[config.mk]
export PLATFORM = sky130hd
export DESIGN_NAME = seq_monitor
export DESIGN_NICKNAME = d
export VERILOG_FILES = /design/src/rtl/seq_mon_pkg.sv /design/src/rtl/sat_counter.sv /design/src/rtl/seq_monitor.sv
export SDC_FILE = /design/constraint.sdc
export NUM_CORES = 1
export LEC_CHECK = 0
export CAP_MARGIN = 25
export CORE_MARGIN = 5
export CORE_UTILIZATION = 45
export DETAILED_ROUTE_END_ITERATION = 6
export PLACE_DENSITY_LB_ADDON = 0.1
export SLEW_MARGIN = 30
export SYNTH_ARGS = -nofsm -noshare
export SYNTH_HDL_FRONTEND = slang
export SYNTH_HIERARCHICAL = 1
export SYNTH_SLANG_ARGS = --single-unit
[constraint.sdc]
create_clock -name CLK -period 4.7 [get_ports CLK]
set_input_delay 0.705 -clock CLK [delete_from_list [all_inputs] [get_ports CLK]]
set_output_delay 0.705 -clock CLK [all_outputs]
set_load 0.005 [all_outputs]
[src/rtl/seq_mon_pkg.sv]
// seq_mon_pkg: shared state encoding, successor map and wrap constants for seq_monitor
package seq_mon_pkg;
  typedef enum logic [1:0] {IDLE, ACQUIRE, LOCKED} state_t;
  localparam logic [2:0] WRAP_FROM = 3'd6;
  localparam logic [2:0] WRAP_TO = 3'd0;
  // Counter code order is 0,1,2,3,4,5,7,6 then back to 0; no code maps to itself.
  function automatic logic [2:0] next_code(input logic [2:0] c);
    return c == 3'd5 ? 3'd7 : c == 3'd7 ? 3'd6 : c == 3'd6 ? 3'd0 : c + 3'd1;
  endfunction
endpackage

[src/rtl/sat_counter.sv]
// sat_counter: W-bit event counter that sticks at all-ones
//   CLK, RESET (async, active-high), INC (count one event this edge), CNT (registered count)
module sat_counter #(
  parameter int W = 8
) (
  input  logic         CLK,
  input  logic         RESET,
  input  logic         INC,
  output logic [W-1:0] CNT
);
  logic [W-1:0] cnt_q, cnt_d;
  always_comb cnt_d = (INC && !(&cnt_q)) ? cnt_q + W'(1) : cnt_q;
  always_ff @(posedge CLK or posedge RESET)
    if (RESET) cnt_q <= '0;
    else cnt_q <= cnt_d;
  assign CNT = cnt_q;
endmodule

[src/rtl/seq_monitor.sv]
// seq_monitor: checks a 3-bit counter against the 0,1,2,3,4,5,7,6 code sequence
//   CLK, RESET (async, active-high), EN (sample enable), Q_IN (observed code)
//   LOCK (in LOCKED), ERR / WRAP (one-cycle pulses), EXP (expected next code),
//   CYCLE_CNT / ERR_CNT (saturating event counts)
module seq_monitor
  import seq_mon_pkg::*;
#(
  parameter int LOCK_COUNT = 4,
  parameter int CW = 8
) (
  input  logic          CLK,
  input  logic          RESET,
  input  logic          EN,
  input  logic [2:0]    Q_IN,
  output logic          LOCK,
  output logic          ERR,
  output logic          WRAP,
  output logic [2:0]    EXP,
  output logic [CW-1:0] CYCLE_CNT,
  output logic [CW-1:0] ERR_CNT
);
  localparam logic [3:0] LC = 4'(LOCK_COUNT);
  state_t     state_q, state_d;
  logic [2:0] prev_q, prev_d, exp_q, exp_d;
  logic [3:0] good_q, good_d;
  logic       lock_q, lock_d, err_q, err_d, wrap_q, wrap_d, hit;
  always_comb begin
    state_d = state_q;
    prev_d  = prev_q;
    good_d  = good_q;
    err_d   = 1'b0;
    wrap_d  = 1'b0;
    hit     = Q_IN == next_code(prev_q);
    if (EN) begin
      prev_d = Q_IN;
      if (state_q == IDLE) begin
        state_d = ACQUIRE;
        good_d  = 4'd0;
      end else if (state_q == ACQUIRE) begin
        if (hit && good_q + 4'd1 == LC) begin
          state_d = LOCKED;
          good_d  = 4'd0;
        end else good_d = hit ? good_q + 4'd1 : 4'd0;
      end else begin
        // hit is required so a 6->0 can never be both a wrap and an error
        wrap_d = hit && prev_q == WRAP_FROM && Q_IN == WRAP_TO;
        err_d  = !hit;
        if (!hit) begin
          state_d = ACQUIRE;
          good_d  = 4'd0;
        end
      end
    end
    // EXP and LOCK are registered from the post-edge state so they line up with it
    exp_d  = state_d == IDLE ? 3'd0 : next_code(prev_d);
    lock_d = state_d == LOCKED;
  end
  always_ff @(posedge CLK or posedge RESET)
    if (RESET) begin
      state_q <= IDLE;
      prev_q  <= 3'd0;
      good_q  <= 4'd0;
      exp_q   <= 3'd0;
      lock_q  <= 1'b0;
      err_q   <= 1'b0;
      wrap_q  <= 1'b0;
    end else begin
      state_q <= state_d;
      prev_q  <= prev_d;
      good_q  <= good_d;
      exp_q   <= exp_d;
      lock_q  <= lock_d;
      err_q   <= err_d;
      wrap_q  <= wrap_d;
    end
  sat_counter #(.W(CW)) u_cyc (.CLK(CLK), .RESET(RESET), .INC(wrap_d), .CNT(CYCLE_CNT));
  sat_counter #(.W(CW)) u_err (.CLK(CLK), .RESET(RESET), .INC(err_d), .CNT(ERR_CNT));
  assign LOCK = lock_q;
  assign ERR  = err_q;
  assign WRAP = wrap_q;
  assign EXP  = exp_q;
endmodule

**Word level (Yosys, flattened, before mapping)**

Cells that the tools add are included.

- Flip-flop bits (word level): 31
- Input bits: 6
- Output and inout port bits: 22
- Logic and storage cells: 63

- Add/subtract/negate cells: 5
- Equal/unequal tests: 11
- Muxes and demuxes: 24
- Reduce and logical (&&, ||, !) cells: 14

Operator list:

| operator | count |
|---|---|
| 3-bit two-way mux | 8 |
| 4-bit two-way mux | 5 |
| 3-bit equality test (second input constant) | 6 |
| 8-bit by 1-bit adder with 8-bit output (second input constant) | 2 |
| 8-bit AND reduction | 2 |
| 2-bit two-way mux | 5 |
| 3-bit by 1-bit adder with 3-bit output (second input constant) | 2 |
| 1-bit two-way mux | 6 |
| 1-bit logical AND | 5 |
| 4-bit by 1-bit adder with 4-bit output (second input constant) | 1 |
| 4-bit by 3-bit equality test with 1-bit output (second input constant) | 1 |
| 2-bit zero test | 2 |
| 3-bit equality test | 1 |
| 1-bit zero test | 3 |
| 3-bit zero test | 1 |
| 3-bit by 1-bit != test with 1-bit output (second input constant) | 1 |
| 2-bit by 1-bit equality test with 1-bit output (second input constant) | 1 |
| 2-bit equality test (second input constant) | 1 |
| 2-bit AND reduction | 1 |

**Depth between registers and ports, before layout**

Gate-level depths: netlist of the first run.

- Word-level depth: 12
- Gate-level depth with buffers: 9

**By module**

The synthesis of the first run kept the hierarchy.

By module, submodules not included:

| module | instances | cells each | area an instance (µm²) |
|---|---|---|---|
| sat_counter | 2 | 35 | 417.9 |
| seq_monitor | 1 | 78 | 804.5 |

**Least setup slack after synthesis of the first run**

No wires, ideal clock.

- Kind: input to register
- Start: input port EN
- End: register u_cyc.cnt_q[7], in the netlist u_cyc/CNT[7]
- Arrival time: 2.386 ns
- Required time: 4.579 ns
- Setup slack: 2.193 ns
- Cell stages on the path: 6
- Path through: clkbuf_1 > nand2_1 > nor4_1 > and4_1 > and4bb_2 > nor2_1

- Longest elaborated chain between the ends: 2

RTL lines:

| element | RTL line | RTL |
|---|---|---|
| start: declaration | seq_monitor.sv:13 | `input logic EN,` |
| 1-bit two-way mux | seq_monitor.sv:34 | `if (EN) begin` |
| via wrap_d | seq_monitor.sv:26 | `logic lock_q, lock_d, err_q, err_d, wrap_q, wrap_d, hit;` |
| 1-bit logical AND | sat_counter.sv:12 | `always_comb cnt_d = (INC && !(&cnt_q)) ? cnt_q + W'(1) : cnt_q;` |
| end signal: assignment | sat_counter.sv:15 | `else cnt_q <= cnt_d;` |
| end: declaration | sat_counter.sv:11 | `logic [W-1:0] cnt_q, cnt_d;` |

The timed path passes the listed nets, and every way through them passes these cells.
A chain may end at the register's enable or synchronous reset.

**Final worst setup path of the first run**

- Start: input port Q_IN[1]
- End: register u_err.cnt_q[5], in the netlist u_err/CNT[5]

- Longest elaborated chain between the ends: 6

RTL lines:

| element | RTL line | RTL |
|---|---|---|
| start: declaration | seq_monitor.sv:14 | `input logic [2:0] Q_IN,` |
| 3-bit equality test | seq_monitor.sv:33 | `hit = Q_IN == next_code(prev_q);` |
| 1-bit zero test | n/a |  |
| 1-bit two-way mux | seq_monitor.sv:39 | `end else if (state_q == ACQUIRE) begin` |
| 1-bit two-way mux | seq_monitor.sv:36 | `if (state_q == IDLE) begin` |
| 1-bit two-way mux | seq_monitor.sv:34 |  |
| via err_d | seq_monitor.sv:26 |  |
| 1-bit logical AND | sat_counter.sv:12 |  |
| end signal: assignment | sat_counter.sv:15 |  |
| end: declaration | sat_counter.sv:11 |  |

The timed path passes the listed nets, and every way through them passes these cells.

==> metrics.txt, run 1 <==
sequential area share after synthesis 0.473; crit end category flop; setup_tns 0 ps; Fin. Hold Viols 0; Simple-Gate Fraction of Synth Area 0.230; post-layout min period between 3000 and 4000 ps; ys async rst share 1.00; DR vias/cell about 5.4; CTS Sinks 31; dpl cell area approximately 2000 µm²; Max-slew headroom 0.622; root buf cell clkbuf_8; outcome complete, no violations; crit share post-route 0.649; full die area slightly below 5000 µm²; clock-pin slew on the worst setup and hold paths roughly 60 ps; Max Clock Freq 0.328 GHz; Final Max Tran Viols 0; initial antenna violation count 0; Compound-Gate Fraction of Synth Area 0.131; # H-tree levels 2; WL per Instance between 10 and 15 µm; final wirelength about 3300 µm; Worst Path Arrival between 3000 and 4000 ps; worst setup path start Q_IN[1]; share of the synthesized area in the top cell type 0.473; setup ws final 1650 ps; RSZ-0062 raised after global routing false; hold buffer count at cts 0; gp weighted congestion about 0.80; Post-Syn Instances ~150; largest family of logic cells by synthesized area simple AND/OR/NAND/NOR gates; slowest cell on the critical path clkdlybuf4s50_1; # diodes 0; WS Path Type primary input to flop; Total Routing Usage GR 0.145; detailed router's first-iteration violation count 66; yosys warns 6; Rows 22; number of max-cap violations 0; Nets 190; vias in the first global route about 1300; Core Util, Final 0.569; CTS tree done; synth unique cells 49; syn_nets roughly 160; pre-CTS setup slack between 1000 and 1500 ps; Max IR drop VDD roughly 0.22 mV; Post-synth EDFFs 0; Worst Hold Class flop to flop; Synth area leader dfrtp_1; core area approximately 3600 µm²; Pre-antenna DRT Iters 4; post-synthesis cell area approximately 1600 µm²; final setup fails 0; Worst Skew about 2.3 ps; insertion delay to the later sink of the worst-skew pair roughly 280 ps; crit path max fanout 8; I/O pin cnt 28; HP Start u_err/CNT[0]$_DFFE_PP0P_; reg2reg start prev_q[2]$_DFF_PP0_; layout cell share with drive strength beyond 1 0.160; DPL Wire Length 2430 µm; #FFs+latches synth 31; Initial Utilization 0.455; Vias approximately 1200; Least-Margin Pin Slew ~570 ps; Fillers around 330; Worst Setup Start Kind primary input; Mapped Avg Cell Area ~11 µm²; XOR/XNOR Fraction of Synth Area 0.0481; drt drc 0; cells along the critical path clkdlybuf4s50_1 > nand4bb_1 > a31oi_1 > nor3_2 > nor2_1 > nor2_1 > and4_1 > o211ai_1 > xnor2_1; main flop type after synthesis dfrtp_1; Resize count post-CTS 0; first-pass GRT wire length about 5700 µm; Layout area overhead 25.0%; Port Buffers 27; Die Ht about 70 µm; final hold slack about 530 ps; Synth area leaders dfrtp_1, xnor2_1, a31oi_1; grt total ovfl 0; die width around 70 µm; PD cells around 300 nW/µm²; multiplexer share of the synthesized area 0.0679; Leakage Power between 0.0008 and 0.0009 µW; Bufs on Longest Clock Path 2; setup repair bufs after CTS 0; largest net degree at the start of global routing 16; post-layout instance area approximately 2100 µm²; worst path required time slightly below 5000 ps; total CTS buffers 5; Critical Path Max Stage Delay 590 ps; antenna-violating nets left 0; Most common cell on crit path nor2_1; Synth Area in Adders 0.0229
## cell families (layout without fill, tap and decap cells)
family | count (synthesis) | in the layout
flip-flops | 31 | 31
buffers and inverters | 10 | 43
AND/OR/NAND/NOR | 55 | 55
XOR/XNOR | 9 | 9
AO/OA/AOI/OAI | 31 | 31
adder cells (fa/ha/maj) | 3 | 3
multiplexers | 9 | 9
## final timing paths
kind                                                 end  slack, ps  depth (start not counted)
worst max-delay path            u_err/CNT[5]$_DFFE_PP0P_       1650                          9
worst min-delay path            u_err/CNT[0]$_DFFE_PP0P_        530                          1
worst max register to register  u_err/CNT[5]$_DFFE_PP0P_       2240                          8
worst min register to register  u_err/CNT[0]$_DFFE_PP0P_        530                          1
max in group asynchronous            prev_q[1]$_DFF_PP0_       3460                          2
min in group asynchronous       u_err/CNT[7]$_DFFE_PP0P_        760                          2
## critical path, delay by kind of cell
kind	cells	cell delay [ps]
XOR/XNOR	1	150
buffers and inverters	1	590
AO/OA/AOI/OAI	2	260
AND/OR/NAND/NOR	5	1520
## cells in the mapped netlist (3+ instances only)
library cell / number
a21oi_1: 7
a31oi_1: 8
dfrtp_1: 31
ha_1: 3
inv_1: 7
mux2_2: 3
mux2_4: 3
nand2_1: 5
nand2b_1: 4
nand3_1: 6
nor2_1: 6
nor4_1: 5
o21ai_1: 4
xnor2_1: 7
## metrics by stage
| step | instances | total power [µW] |
|---|---|---|
| 4_1_cts | 229 | 618 |
| 3_5_place_dp | 222 | 406 |
| 3_3_place_gp | 222 | 401 |
| 6_report | 229 | 608 |
| 2_1_floorplan | 148 | 360 |
| 5_1_grt | 229 | 641 |
## report_power, final
group | leakage, µW | total [µW] | internal, µW | switching [µW]
Sequential | 0.000411 | 305 | 286 | 18.7
Combinational | 0.000436 | 94.7 | 52.0 | 42.7
Clock | 0.0000470 | 209 | 115 | 94.2
Total | 0.000894 | 608 | 453 | 156
## state kept, by name (all words and copies together), names as in the netlist
signal	count
u_cyc/CNT	8
u_err/CNT	8
good_q	4
EXP	3
prev_q	3
state_q	2
ERR	1
LOCK	1
WRAP	1
## cells in the final DEF (no fill, tap or decap), drive strengths merged, types with 2 or more instances in the layout
cell type / count
nand3: 8
nor3: 3
nand4: 4
and4: 2
nand2: 5
and2: 4
nor2: 6
and4bb: 2
inv: 8
mux2: 8
nor4: 5
a21oi: 7
and3: 3
ha: 3
o21ai: 7
o211ai: 2
clkdlybuf4s50: 27
clkbuf: 6
xor2: 2
dfrtp: 31
or2: 2
xnor2: 7
a31oi: 8
nand2b: 4
## cell type report
cell class	count	area, µm²	area share
Clock buffer	6	82.6	0.0403
Clock inverter	1	5.00	0.00244
Inverter	8	30.0	0.0146
Multi-Input combinational cell	107	820	0.400
Sequential cell	31	776	0.378
Tap cell	48	60.1	0.0293
Timing Repair Buffer	28	278	0.135
## metal layers
layer | wire, µm | track usage | vias to the layer above
li1 | - | - | 615
met1 | 1470 | 0.167 | 594
met2 | 1630 | 0.239 | 26
met3 | 192 | 0.0547 | 5
met4 | 49 | 0.0596 | 0
met5 | 0 | 0 | -
No activity file was read; power rests on OpenSTA's default activity.
==> run 2, diff against run 1 <==
clock period = 3 ns   (was 4.7 ns; I/O delays follow)
==> metrics.txt, run 2 (synthesis gave the netlist of run 1 again) <==
outcome complete, no violations; commonest non-fill, non-tap cell in the layout dfrtp_1; Max Clock Freq just over 0.4 GHz; Vias approximately 1300; Worst Hold Class primary input to asynchronous set/reset pin; r2r worst-path depth 9; slowest cell on the critical path clkdlybuf4s50_1; DPL Wire Length between 2000 and 2500 µm; gp weighted congestion roughly 0.82; Final Max Tran Viols 0; P_sw around 250 µW; Worst Skew approximately 6.4 ps; reg2reg start prev_q[2]$_DFF_PP0_; top layer used by detailed routing met4; final setup fails 0; grt total ovfl 0; crit share post-route 0.806; full die area just under 5000 µm²; CTS Sinks 31; Critical Path Max Stage Delay 530 ps; initial antenna violation count 0; I/O pin cnt 28; root buf cell clkbuf_8; # diodes 0; # H-tree levels 2; vias in the first global route about 1300; WL per Instance 14.1 µm; Rows 22; Bufs on Longest Clock Path 2; Max-slew headroom 0.620; register share of total power 0.455; CP endpoint u_err/CNT[7]$_DFFE_PP0P_; Clk network pwr share 0.399; internal power 802 µW; Pre-antenna DRT Iters 4; die width between 70 and 80 µm; CTS tree done; core area 3610 µm²; worst r2r dst u_err/CNT[7]$_DFFE_PP0P_; Worst Setup Start Kind primary input; total CTS buffers 5; cells along the critical path clkdlybuf4s50_1 > or4b_1 > a31oi_1 > nor3_2 > nor2_1 > nor2_1 > buf_4 > and4_1 > and4bb_2 > nor2_1; PD cells roughly 500 nW/µm²; hold buffer count at cts 0; reg-to-reg setup timing slack roughly 800 ps; Resize count post-CTS 0; Port Buffers 27; WS Path Type primary input to flop; first-pass GRT wire length roughly 5700 µm; switching share of power 0.236; DRT met1 WL around 1500 µm; Gate power share 0.146; crit end category flop; post-layout min period 2420 ps; Max IR drop VDD approximately 0.30 mV; drt drc 0; met3 routed WL 167 µm; RSZ-0062 raised after global routing false; setup_tns 0 ps; largest net degree at the start of global routing 16; number of max-cap violations 0; Total Routing Usage GR 0.142; Fin. Hold Viols 0; Worst Path Arrival 2620 ps; Most common cell on crit path nor2_1; Final Total Pwr approximately 1100 µW; Layout area overhead 28.2%; setup repair bufs after CTS 0; clock-pin slew on the worst setup and hold paths ~70 ps; worst path required time approximately 3200 ps; DR vias/cell ~5.5; layout cell share with drive strength beyond 1 0.178; Leakage Power between 0.0009 and 0.001 µW; crit path max fanout 8; most frequent cells in the layout dfrtp_1, clkdlybuf4s50_1, a31oi_1; final wirelength 3280 µm; Die Ht 70.4 µm; worst setup path start Q_IN[1]; Initial Utilization 0.455; Nets between 150 and 200; Least-Margin Pin Slew between 500 and 600 ps; insertion delay to the later sink of the worst-skew pair around 280 ps; antenna-violating nets left 0; detailed router's first-iteration violation count between 90 and 100; routed wl met2 around 1600 µm
## run 2: changes by cell type in the layout (fill, tap and decap cells not counted), sizes merged
cell    before  now
bufinv       0    1
buf          1    4
## run 2: worst min-delay path by stage
stage	from	to	cells after the start
global placement	u_cyc/CNT[0]$_DFFE_PP0P_	u_cyc/CNT[0]$_DFFE_PP0P_	1
global route	RESET	u_cyc/CNT[2]$_DFFE_PP0P_	2
detailed placement	u_err/CNT[0]$_DFFE_PP0P_	u_err/CNT[0]$_DFFE_PP0P_	1
CTS	RESET	u_cyc/CNT[2]$_DFFE_PP0P_	2
floorplan	RESET	u_cyc/CNT[0]$_DFFE_PP0P_	1
finish	RESET	u_cyc/CNT[2]$_DFFE_PP0P_	2
## run 2: layer usage
layer  GRT usage  vias up
met3      0.0489        2
met2       0.231       44
met4      0.0511        0
met5           0        -
met1       0.174      621
li1            -      623
## run 2: power by group through the flow
stage / Sequential (µW) / Combinational [µW] / Clock, µW
5_1_grt: 482 / 175 / 452
4_1_cts: 477 / 156 / 433
6_report: 478 / 154 / 419
3_3_place_gp: 484 / 149 / 0
3_5_place_dp: 485 / 154 / 0
2_1_floorplan: 482 / 81.7 / 0
## run 2: cell type report
class                   instances  area, µm²
clock inverters                 2       35.0
fillers                       321       1500
clock buffers                   6       82.6
inverters                       8       30.0
repair buffers                 31        300
flip-flops and latches         31        776
multi-input cells             107        820
well taps                      48       60.1
## run 2: metrics by stage
step | utilization | cells | hold slack [ps] | area (µm²) | worst slack (ps)
finish | 0.583 | 233 | 506 | 2100 | 583
global route | 0.583 | 233 | 541 | 2100 | 434
CTS | 0.583 | 233 | 515 | 2100 | 591
detailed placement | 0.551 | 225 | 511 | 1990 | 307
global placement | 0.551 | 225 | 503 | 1990 | 343
floorplan | - | 148 | 266 | 1640 | 748
## run 2: worst max-delay path, delay by kind of cell
kind / cells / cell delay [ps]
compound gates: 1 / 220
simple gates: 7 / 1280
buf+inv: 2 / 680
==> RTL change: new RTL, config.mk and constraints of run 2 <==
The output `EXP` loses its register stage (`exp_q` becomes a continuous assignment).
--- a/src/rtl/seq_monitor.sv
+++ b/src/rtl/seq_monitor.sv
@@ -61,5 +61,4 @@
       prev_q  <= 3'd0;
       good_q  <= 4'd0;
-      exp_q   <= 3'd0;
       lock_q  <= 1'b0;
       err_q   <= 1'b0;
@@ -69,9 +68,10 @@
       prev_q  <= prev_d;
       good_q  <= good_d;
-      exp_q   <= exp_d;
       lock_q  <= lock_d;
       err_q   <= err_d;
       wrap_q  <= wrap_d;
     end
+
+  assign exp_q = exp_d;
   sat_counter #(.W(CW)) u_cyc (.CLK(CLK), .RESET(RESET), .INC(wrap_d), .CNT(CYCLE_CNT));
   sat_counter #(.W(CW)) u_err (.CLK(CLK), .RESET(RESET), .INC(err_d), .CNT(ERR_CNT));
Function: changed (Yosys sat finds a counterexample within 4 cycles, from zero or initial values and one cycle with RESET high).
==> RTL change against run 2 <==
- wire length fell by 1.1%
- via count fell by 4.0%
- design area fell by 6.5%
- area after synthesis fell by 4.0%
- sequential share of layout area fell by 1.3 points
- utilization rose by 0.15 points
- setup slack got worse by 0.36 ns
- power fell by 24%
- sequential cell count fell by 3
- die area fell by 3.4%
- synthesized cell count fell by 2.0%
- critical endpoint is now EXP[0]
==> RTL change: results (changes against run 2) <==
metric;value;unit;change
status;completed;;
grt_pass1_wl;5700;um;+0.25%
cts_root_buffer;clkbuf_4;;
timing.rr.end;u_err/CNT[7];;
wl_per_cell;14.5;um;+3.3%
insertion_delay;0.34;ns;+0.06 ns
dpl_worst_slack;0.127;ns;-0.180 ns
timing.rr.start;prev_q[0];;
synth_area_leaders;dfrtp_1 44%, xnor2_1 3.3%, a31oi_1 2.8%, ha_1 2.4%, mux2_1 2.1%;;
place.gp.congestion;0.800;;-2.8%
nets;187;;-3.1%
yosysSeqAreaShare;44.5;%;-2.8 points
via_count;1239;;-4.0%
htreeDepth;1;;-1
arrival;2.33;ns;-0.29 ns
power_density;405;nW/um^2;-19%
drtIter0Drc;109;;+15%
skew;0.0133;ns;+0.00682 ns
use_met3;2.91;%;-2.0 points
reg2reg_slack;0.69;ns;-0.12 ns
cp-startpoint;EN;;
layout-drive-gt1-share;15.3;%;-2.6 points
pg_comb;0.126;mW;-18%
clkTransAtPathRegs;0.16;ns;+0.09 ns
clkPwrFrac;31.6;%;-8.3 points
grt_pass1_vias;1270;;+1.1%
max-vdd-ir-drop;0.231;mV;-23%
viasPerCell;5.56;;+0.35%
fin_hold_ws;0.399;ns;-0.107 ns
cts_buffers;3;;-2
critPathMaxStageDelay;0.50;ns;-0.03 ns
grt_max_degree;17;;+1
synthCells;145;;-2.0%
cts-resized-gates;0;;unchanged
crit_fanout;11;;+3
endpoint;EXP[0];;
switching_power;0.198;mW;-20%
max_slew_margin;62.6;%;+0.55 points
synth.distinct_cells;47;;-4.1%
grt_use_total;14.2;%;-0.079 points
dpl_cell_area;1910;um^2;-3.6%
ys_ff_latch;28;;-9.7%
p_leak;0.872;nW;-5.6%
use_met2;24.2;%;+1.1 points
gr-usage-met1;17.7;%;+0.29 points
reg2reg_depth;7;;-2
## RTL change: layer usage
| layer | up-vias | part of all wire, % |
|---|---|---|
| met3 | 4 | 3.1 |
| met2 | 17 | 47 |
| met4 | 0 | 1.0 |
| met5 | - | 0 |
| li1 | 610 | - |
| met1 | 608 | 48 |
## RTL change: cell families after synthesis
family / count (synthesis) / share of synthesized area [%]
flops: 28 / 44.5
mux: 8 / 6.12
xor+xnor: 9 / 5.00
buf+inv: 8 / 1.91
compound gates: 32 / 15.3
simple gates: 57 / 24.8
fa+ha+maj: 3 / 2.38
## RTL change: worst max-delay path: cells and delay by family
kind	cells	cell delay, ns
AND/OR/NAND/NOR	1	0.13
multiplexers	1	0.32
AO/OA/AOI/OAI	1	0.13
buffers and inverters	4	1.29
## RTL change: final cells by class
type / instances / area, um^2
inverters: 7 / 26.3
clock buffers: 3 / 22.5
multi-input cells: 109 / 845
flip-flops and latches: 28 / 701
fillers: 314 / 1400
repair buffers: 29 / 285
clock inverters: 1 / 30.0
well taps: 46 / 57.6
